File: config.mk
export PLATFORM = sky130hd
export DESIGN_NAME = radio_rx_frame_packer
export DESIGN_NICKNAME = d
export VERILOG_FILES = /design/src/rtl/radio_rx_frame_packer.sv
export SDC_FILE = /design/constraint.sdc
export NUM_CORES = 1
export LEC_CHECK = 0
export BUFFER_PORTS_ARGS = -buffer_cell sky130_fd_sc_hd__buf_2
export CAP_MARGIN = 20
export CORE_MARGIN = 2
export CORE_UTILIZATION = 40
export DETAILED_ROUTE_END_ITERATION = 8
export GPL_TIMING_DRIVEN = 0
export SLEW_MARGIN = 20
export SYNTH_ARGS = -nofsm -noshare
export SYNTH_HDL_FRONTEND = slang
export SYNTH_SLANG_ARGS = --single-unit
File: constraint.sdc
create_clock -name clk -period 3.25 [get_ports clk]
set_input_delay 0.1625 -clock clk [delete_from_list [all_inputs] [get_ports clk]]
set_output_delay 0.1625 -clock clk [all_outputs]
set_load 0.02 [all_outputs]
File: src/rtl/radio_rx_frame_packer.sv
// Packs one length-prefixed radio receive frame at a time into 16-bit SRAM FIFO words.
// Frames that do not fit are consumed and dropped whole; aborted frames are zero-padded.
module radio_rx_frame_packer #(
    parameter int FIFO_WORDS = 2047,
    parameter int DROP_W     = 8
) (
    input  logic              clk,
    input  logic              reset_n,
    input  logic              rx_start,
    input  logic [7:0]        rx_len,
    input  logic [7:0]        rx_byte,
    input  logic              rx_valid,
    output logic              rx_ready,
    input  logic              rx_abort,
    output logic              SRAM_write,
    output logic [15:0]       Data_to_sram,
    input  logic              SRAM_hint,
    input  logic              SRAM_full,
    input  logic [10:0]       SRAM_count,
    output logic              frame_recved_int,
    output logic              busy,
    output logic              frame_err,
    output logic [DROP_W-1:0] drop_count
);

    typedef enum logic [3:0] {
        S_IDLE, S_CHECK, S_FETCH_HI, S_FETCH_LO, S_WRITE,
        S_WAIT_HINT, S_DONE, S_DROP, S_PAD
    } state_t;

    state_t            state_q, state_d, ret_q, ret_d;
    logic [7:0]        len_q, len_d;
    logic [7:0]        byte_cnt_q, byte_cnt_d;
    logic [8:0]        words_q, words_d;
    logic [15:0]       word_q, word_d;
    logic              pad_q, pad_d;
    logic              abort_pend_q, abort_pend_d;
    logic              err_q, err_d;
    logic [DROP_W-1:0] drop_q, drop_d;

    logic [8:0]  words_total;
    logic [11:0] free_words;
    logic        take, got_byte, last_byte, abort_now, last_word, drop_inc;
    logic [7:0]  in_byte;

    assign words_total = ({1'b0, len_q} + 9'd2) >> 1;
    assign free_words  = 12'(FIFO_WORDS) - {1'b0, SRAM_count};
    assign rx_ready    = ((state_q == S_FETCH_HI || state_q == S_FETCH_LO) && !pad_q)
                       || (state_q == S_DROP && len_q != 8'd0);
    // An abort in the same cycle as a valid byte wins: the byte is not taken.
    assign take        = rx_valid && rx_ready && !rx_abort;
    // Once padding, the fetch states consume implicit zero bytes without the radio.
    assign got_byte    = pad_q || take;
    assign in_byte     = pad_q ? 8'h00 : rx_byte;
    assign last_byte   = ({1'b0, byte_cnt_q} + 9'd1) == {1'b0, len_q};
    assign abort_now   = rx_abort && !pad_q;
    assign last_word   = (words_q + 9'd1) == words_total;

    assign SRAM_write   = (state_q == S_WAIT_HINT);
    assign Data_to_sram = word_q;
    assign busy         = (state_q != S_IDLE);
    assign frame_err    = err_q;
    assign drop_count   = drop_q;

    always_comb begin
        state_d          = state_q;
        ret_d            = ret_q;
        len_d            = len_q;
        byte_cnt_d       = byte_cnt_q;
        words_d          = words_q;
        word_d           = word_q;
        pad_d            = pad_q;
        abort_pend_d     = abort_pend_q;
        err_d            = err_q;
        drop_inc         = 1'b0;
        frame_recved_int = 1'b0;
        case (state_q)
            S_IDLE: begin
                if (rx_start) begin
                    len_d        = rx_len;
                    byte_cnt_d   = 8'd0;
                    words_d      = 9'd0;
                    pad_d        = 1'b0;
                    abort_pend_d = 1'b0;
                    state_d      = S_CHECK;
                end
            end
            S_CHECK: begin
                if (len_q == 8'd0 || free_words < {3'b000, words_total}) begin
                    state_d = S_DROP;
                end else begin
                    word_d  = {len_q, 8'h00};
                    state_d = S_FETCH_LO;
                end
            end
            S_FETCH_HI: begin
                if (abort_now) begin
                    ret_d   = S_FETCH_HI;
                    state_d = S_PAD;
                end else if (got_byte) begin
                    word_d[15:8] = in_byte;
                    byte_cnt_d   = byte_cnt_q + 8'd1;
                    if (last_byte) begin
                        word_d[7:0] = 8'h00;
                        state_d     = S_WRITE;
                    end else begin
                        state_d = S_FETCH_LO;
                    end
                end
            end
            S_FETCH_LO: begin
                if (abort_now) begin
                    ret_d   = S_FETCH_LO;
                    state_d = S_PAD;
                end else if (got_byte) begin
                    word_d[7:0] = in_byte;
                    byte_cnt_d  = byte_cnt_q + 8'd1;
                    state_d     = S_WRITE;
                end
            end
            S_WRITE: begin
                if (abort_now) begin
                    ret_d   = S_WRITE;
                    state_d = S_PAD;
                end else if (!SRAM_full) begin
                    state_d = S_WAIT_HINT;
                end
            end
            S_WAIT_HINT: begin
                // The handshake in flight completes before an abort takes effect.
                if (abort_now) abort_pend_d = 1'b1;
                if (SRAM_hint) begin
                    words_d = words_q + 9'd1;
                    if (abort_now || abort_pend_q) begin
                        ret_d   = last_word ? S_DONE : S_FETCH_HI;
                        state_d = S_PAD;
                    end else begin
                        state_d = last_word ? S_DONE : S_FETCH_HI;
                    end
                end
            end
            S_PAD: begin
                pad_d        = 1'b1;
                abort_pend_d = 1'b0;
                err_d        = 1'b1;
                state_d      = ret_q;
            end
            S_DONE: begin
                frame_recved_int = 1'b1;
                state_d          = S_IDLE;
            end
            S_DROP: begin
                if (rx_abort || len_q == 8'd0) begin
                    drop_inc = 1'b1;
                    state_d  = S_IDLE;
                end else if (take) begin
                    byte_cnt_d = byte_cnt_q + 8'd1;
                    if (last_byte) begin
                        drop_inc = 1'b1;
                        state_d  = S_IDLE;
                    end
                end
            end
            default: state_d = S_IDLE;
        endcase
    end

    always_comb begin
        drop_d = drop_q;
        if (drop_inc && drop_q != {DROP_W{1'b1}}) drop_d = drop_q + 1'b1;
    end

    always_ff @(posedge clk or negedge reset_n) begin
        if (!reset_n) begin
            state_q      <= S_IDLE;
            ret_q        <= S_IDLE;
            len_q        <= 8'd0;
            byte_cnt_q   <= 8'd0;
            words_q      <= 9'd0;
            word_q       <= 16'd0;
            pad_q        <= 1'b0;
            abort_pend_q <= 1'b0;
            err_q        <= 1'b0;
            drop_q       <= '0;
        end else begin
            state_q      <= state_d;
            ret_q        <= ret_d;
            len_q        <= len_d;
            byte_cnt_q   <= byte_cnt_d;
            words_q      <= words_d;
            word_q       <= word_d;
            pad_q        <= pad_d;
            abort_pend_q <= abort_pend_d;
            err_q        <= err_d;
            drop_q       <= drop_d;
        end
    end

endmodule

Word-level counts from Yosys, hierarchy flattened
Cells that the tools add are included.
{ "word_totals": {"ff_bits": 60, "out_inout_bits": 29} }
{ "op_classes": {"addsub": 6, "n_lt_le_gt_ge": 1, "n_eq_ne": 33, "muxes": 49, "n_reduce_logical": 35} }
{ "ops": {"columns": ["op", "count"], "rows": [
  ["2-to-1 mux 8 bit", 9],
  ["2-to-1 mux 4 bit", 17],
  ["2-to-1 mux 16 bit", 3],
  ["one-hot mux 8 bit (3 select lines)", 2],
  ["one-hot mux 4 bit (8 select lines)", 1],
  ["inequality test 2 bit (second input constant)", 13],
  ["== test 9 x 8 -> 1 bit", 2],
  ["2-to-1 mux 9 bit", 2],
  ["one-hot mux 9 bit (2 select lines)", 1],
  ["adder 8 x 1 -> 8 bit (second input constant)", 2],
  ["== test 4 x 3 -> 1 bit (second input constant)", 4],
  ["one-hot mux 4 bit (4 select lines)", 1],
  ["one-hot mux 8 bit (2 select lines)", 1],
  ["AND reduction 7 bit", 2],
  ["< comparator 12 x 8 -> 1 bit", 1],
  ["AND reduction 6 bit", 2],
  ["subtractor 11 x 11 -> 12 bit (first input constant)", 1],
  ["adder 8 x 1 -> 9 bit (second input constant)", 1],
  ["adder 8 x 2 -> 9 bit (second input constant)", 1],
  ["adder 9 x 1 -> 9 bit (second input constant)", 1],
  ["2-to-1 mux 3 bit", 3],
  ["inequality test 3 bit (second input constant)", 3],
  ["nonzero test 3 bit", 3],
  ["== test 4 x 2 -> 1 bit (second input constant)", 2],
  ["other kinds (20)", 46]
]} }

Depth between registers and ports, before layout
{ "depth": {"ltp_word": 10, "mapped_depth": 13, "ltp_nobuf": 12} }

Worst setup path after synthesis
No wires, ideal clock.
{ "synth_path": {"kind": "reg2reg", "start": "register len_q[2]", "end": "register word_q[10] (netlist: Data_to_sram[10])", "t_arrival_ns": 2.662, "required_time_ns": 3.122, "slack_ns": 0.461, "path_stages_with_launch": 12, "path_cell_list": "dfrtp_1 ha_1 nand3_1 xor2_1 ha_1 nand4_1 or3_1 a211oi_1 nor2b_1 a21o_1 buf_2 mux2_1"} }
{ "synth_between": {"elab_chain_len": 8, "word_cells_on_any_way": 15} }
{ "synth_lines": {"columns": ["item", "line", "source"], "rows": [
  ["start: declaration", "32", "logic [7:0] len_q, len_d;"],
  ["start signal: assignment", "188", "len_q <= len_d;"],
  ["branches (longest 8 deep; another with < comparator 12 x 8 -> 1 bit)", null, null],
  ["end signal: assignment", "191", "word_q <= word_d;"],
  ["end: declaration", "35", "logic [15:0] word_q, word_d;"]
]} }
Parallel ways; which one is timed is not known. The select of a mux whose other input is x is not followed.
A chain may end at the register's enable or synchronous reset.

Worst setup path in the final report
{ "layout_path": {"start": "register len_q[2]", "end": "register word_q[3] (netlist: Data_to_sram[3])"} }
{ "layout_between": {"elab_chain_len": 8, "word_cells_on_any_way": 16} }
{ "layout_lines": {"columns": ["item"], "rows": [
  ["branches (longest 7 deep; another with < comparator 12 x 8 -> 1 bit)"],
  ["AND reduction 7 bit (no source line) *"]
]} }
Mark *: on every way between the ends.

==> flow_metrics.env <==
export IMPL_outcome="finished clean"
export IMPL_share_of_the_clock_period_used_by_the_worst_path_pct=93.5
export IMPL_vias=3320
export IMPL_synth_largest_area_cell="sky130_fd_sc_hd__dfrtp_1"
export IMPL_reg2reg_depth=11
export IMPL_grt_usage_pct=19.8
export IMPL_worst_setup_path_class="flip-flop to flip-flop"
export IMPL_cts_clk_pin_slew_worst_paths_ns=0.07
export IMPL_hp_start="rx_len[3]"
export IMPL_cts_made_buffers=9
export IMPL_holdPathStages=2
export IMPL_fp_row_count=35
export IMPL_synth_top_cell_area_share_pct=39.5
export IMPL_synth_edff_count=0
export IMPL_fin_worst_skew_ns=0.0135
export IMPL_worst_hold_path_endpoint="len_q[3]"
export IMPL_synth_lib_cells_used_distinct=59
export IMPL_synth_async_reset_ratio_pct=100
export IMPL_grt_pass1_wl_microns=15700
export IMPL_clkSinkCount=59
export IMPL_fill_cell_instance_count_of_the_final_layout=883
export IMPL_vdd_ir_drop_max_mv=0.488
export IMPL_max_cap_violations=0
export IMPL_die_height_microns=101
export IMPL_detailedRoute_firstPassIterationCount=4
export IMPL_worstHoldPathType="input pin to flip-flop"
export IMPL_mean_syn_cell_area_sq_um=9.12
export IMPL_timing_critical_path_mode_cell="sky130_fd_sc_hd__ha_1"
export IMPL_reg2reg_from="len_q[2]"
export IMPL_tightestPinTransition_ns=0.818
export IMPL_synth_ff_type="sky130_fd_sc_hd__dfrtp_1"
export IMPL_initial_antenna_violation_count=0
export IMPL_cts_root_buf="sky130_fd_sc_hd__clkbuf_8"
export IMPL_synth_top_cells_by_area="sky130_fd_sc_hd__dfrtp_1 (40%), sky130_fd_sc_hd__nand2_1 (4.5%), sky130_fd_sc_hd__xnor2_1 (4.2%)"
export IMPL_crit_reg2reg_capture="Data_to_sram[3]"
export IMPL_synth_seq_cells=59
export IMPL_gp_routability_congestion=0.910
export IMPL_postRouteAntennaNets=0
export IMPL_critPathSlowestCell="sky130_fd_sc_hd__a21oi_1"
export IMPL_cp_data_required_time_ns=3.51
export IMPL_synth_sequential_area_ratio_pct=39.5
export IMPL_grt_max_degree=51
export IMPL_detail_route_wirelength_microns=9460
export IMPL_fmax_mhz=329
export IMPL_sequentialPowerShare_pct=30.6
export IMPL_ys_warnings_count=0
export IMPL_postSynthCellCount=410
export IMPL_register_area_sq_um=1480
export IMPL_post_synth_most_frequent_cells="sky130_fd_sc_hd__dfrtp_1 (59), sky130_fd_sc_hd__nand2_1 (45), sky130_fd_sc_hd__o21ai_0 (30)"
export IMPL_io_pins=63
export IMPL_power_switching_uw=1770
export IMPL_start_kind="flip-flop"
export IMPL_post_synth_top_count_cell="sky130_fd_sc_hd__dfrtp_1"
export IMPL_antenna_cells=0
export IMPL_leakage_uw=0.00200
export IMPL_clk_insertion_delay_late_ns=0.35
export IMPL_place_port_buffers=62
export IMPL_timing_final_hold_violations=0
export IMPL_clock_buffer_depth=2
export IMPL_cp_max_fo=8
export IMPL_die_area_sq_um=10100
export IMPL_die_width_microns=101
export IMPL_grt_setup_unrepaired="true"
export IMPL_share_comb_of_total_power_pct=52.3
export IMPL_syn_nets=455
export IMPL_drt_initial_drc_count=264
export IMPL_drt_drc_violations_left=0
export IMPL_worst_slew_margin_rel_pct=44.7
export IMPL_maxSlewViolCount=0
export IMPL_internal_power_uw=2200
export IMPL_drt_vias_per_instance=5.52
export IMPL_grt_remaining_overflow=0
export IMPL_finish_net_count=530
export IMPL_finalCriticalPeriod_ns=3.04
export IMPL_total_core_area_sq_um=9150
export IMPL_hpwlAfterDp_microns=6940
export IMPL_timing_critical_path_arrival_ns=3.29
export IMPL_power_share_clock_pct=17.1
export IMPL_floorplan_initialDensity_pct=40.8
export IMPL_post_synth_design_cell_area_sq_um=3740
export IMPL_syn2layout_area_growth_pct=19.0
export IMPL_finalPower_uw=3970
export IMPL_timing_critical_path_cells="ha_1, nand3_1, xor2_2, ha_1, a211oi_1, nor2_1, nor3_1, a211oi_2, nor2b_2, a21oi_1, o2bb2ai_1"
export IMPL_max_stage_delay_ns=0.54
export IMPL_post_drt_wl_per_cell_microns=15.7
export IMPL_regToRegSetupSlack_ns=0.21
export IMPL_net_sw_share_pct=44.5
export IMPL_htreeDepth=3
export IMPL_pwr_density_cell_nw_per_um2=893
export IMPL_tritoncts="yes"
export IMPL_grt_pass1_vias=3252
export IMPL_multi_input_area_sq_um=2110
export IMPL_final_core_util_pct=48.6
export IMPL_setup_violations_final=0
export IMPL_fin_setup_tns_ns=0
export IMPL_drive_above_1_share_pct=23.1
export IMPL_end_kind="flip-flop"
[critical path, delay by kind of cell, from the launching register on]
| family | cells | cell delay, ns |
|---|---|---|
| AO/OA/AOI/OAI | 4 | 1.10 |
| AND/OR/NAND/NOR | 4 | 0.63 |
| adder cells (fa/ha/maj) | 2 | 0.53 |
| flip-flops | 1 | 0.41 |
| XOR/XNOR | 1 | 0.29 |
[metrics by stage]
stage | area, sq um | hold slack (ns) | std cells | setup WS, ns
floorplan | 3740 | -0.133 | 410 | 0.461
global placement | 4190 | 0.397 | 583 | -0.0943
detailed placement | 4220 | 0.0213 | 584 | -0.129
CTS | 4430 | 0.0433 | 600 | 0.0201
global route | 4450 | 0.0522 | 601 | 0.00100
finish | 4450 | 0.0513 | 601 | 0.212
[layout by cell type (no fill, tap or decap), types with 3 or more instances in the layout]
| cell type | n |
|---|---|
| sky130_fd_sc_hd__dfrtp_1 | 56 |
| sky130_fd_sc_hd__o22ai_1 | 4 |
| sky130_fd_sc_hd__o31ai_1 | 3 |
| sky130_fd_sc_hd__nand2_1 | 45 |
| sky130_fd_sc_hd__mux2_2 | 9 |
| sky130_fd_sc_hd__a21oi_1 | 14 |
| sky130_fd_sc_hd__and3_1 | 4 |
| sky130_fd_sc_hd__ha_1 | 11 |
| sky130_fd_sc_hd__clkbuf_1 | 11 |
| sky130_fd_sc_hd__clkbuf_8 | 10 |
| sky130_fd_sc_hd__buf_2 | 66 |
| sky130_fd_sc_hd__a21o_1 | 5 |
| sky130_fd_sc_hd__inv_1 | 17 |
| sky130_fd_sc_hd__o21a_1 | 3 |
| sky130_fd_sc_hd__buf_4 | 3 |
| sky130_fd_sc_hd__o2bb2ai_1 | 8 |
| sky130_fd_sc_hd__dfrtp_2 | 3 |
| sky130_fd_sc_hd__a31oi_1 | 4 |
| sky130_fd_sc_hd__xnor2_1 | 18 |
| sky130_fd_sc_hd__nand3_1 | 17 |
| sky130_fd_sc_hd__nand4_1 | 6 |
| sky130_fd_sc_hd__nor3_1 | 8 |
| sky130_fd_sc_hd__nor2b_1 | 3 |
| sky130_fd_sc_hd__xor2_1 | 12 |
| sky130_fd_sc_hd__mux2_1 | 9 |
| sky130_fd_sc_hd__o41ai_1 | 4 |
| sky130_fd_sc_hd__nor2_1 | 28 |
| sky130_fd_sc_hd__nor3_2 | 4 |
| sky130_fd_sc_hd__or4_1 | 5 |
| sky130_fd_sc_hd__o211ai_1 | 3 |
| sky130_fd_sc_hd__o21ai_0 | 30 |
| sky130_fd_sc_hd__nand2b_1 | 15 |
[kinds of logic after synthesis]
group	Yosys count	share of synthesized area, %
buffers and inverters	37	4.42
adder cells (fa/ha/maj)	11	3.68
AO/OA/AOI/OAI	95	16.8
flip-flops	59	39.5
XOR/XNOR	32	7.87
multiplexers	20	6.09
AND/OR/NAND/NOR	156	21.6
[metal layers]
metal	track usage [%]	vias to the layer above	share of wire, %
met3	4.30	15	6.7
met5	0	-	0
met1	26.3	1586	47
met2	31.4	103	45
met4	7.59	0	1.9
li1	-	1616	-
[flip-flops by register name, indices dropped and copies added, names as in the netlist]
name	flops
len_q	8
drop_count	8
words_q	9
pad_q	1
ret_q	3
abort_pend_q	1
state_q	4
frame_err	1
Data_to_sram	16
byte_cnt_q	8
[layout make-up]
cell class	count	share of cell area (%)
sequential	59	33.3
clock buffer	12	3.26
buffer	19	2.28
timing repair buffer	65	8.04
clock inverter	4	1.13
multi-input combinational	314	47.5
tap	111	3.12
inverter	17	1.43
[power groups by stage]
stage	Clock [uW]	Sequential (uW)	Combinational [uW]
4_1_cts	691	1220	2060
6_report	680	1220	2080
5_1_grt	723	1250	2310
3_5_place_dp	0	1210	2060
3_3_place_gp	0	1210	2020
2_1_floorplan	0	1310	1370
[how the worst max path moves through the flow]
stage,startpoint,slack [ns],endpoint,cells after the start
after global placement,len_q[2],-0.09,Data_to_sram[15],11
final,len_q[2],0.21,Data_to_sram[3],11
after floorplan,len_q[2],0.46,Data_to_sram[10],11
after detailed placement,len_q[2],-0.13,Data_to_sram[14],11
after global routing,len_q[2],0.001,Data_to_sram[3],11
after CTS,len_q[2],0.02,Data_to_sram[14],11
[repair_timing]
action	CTS	global route
hold endpoints to repair	59	0
hold buffers	1	0
setup buffers	0	1
setup endpoints to repair	16	16
gates resized for setup	3	5
No activity file was read; power rests on OpenSTA's default activity.
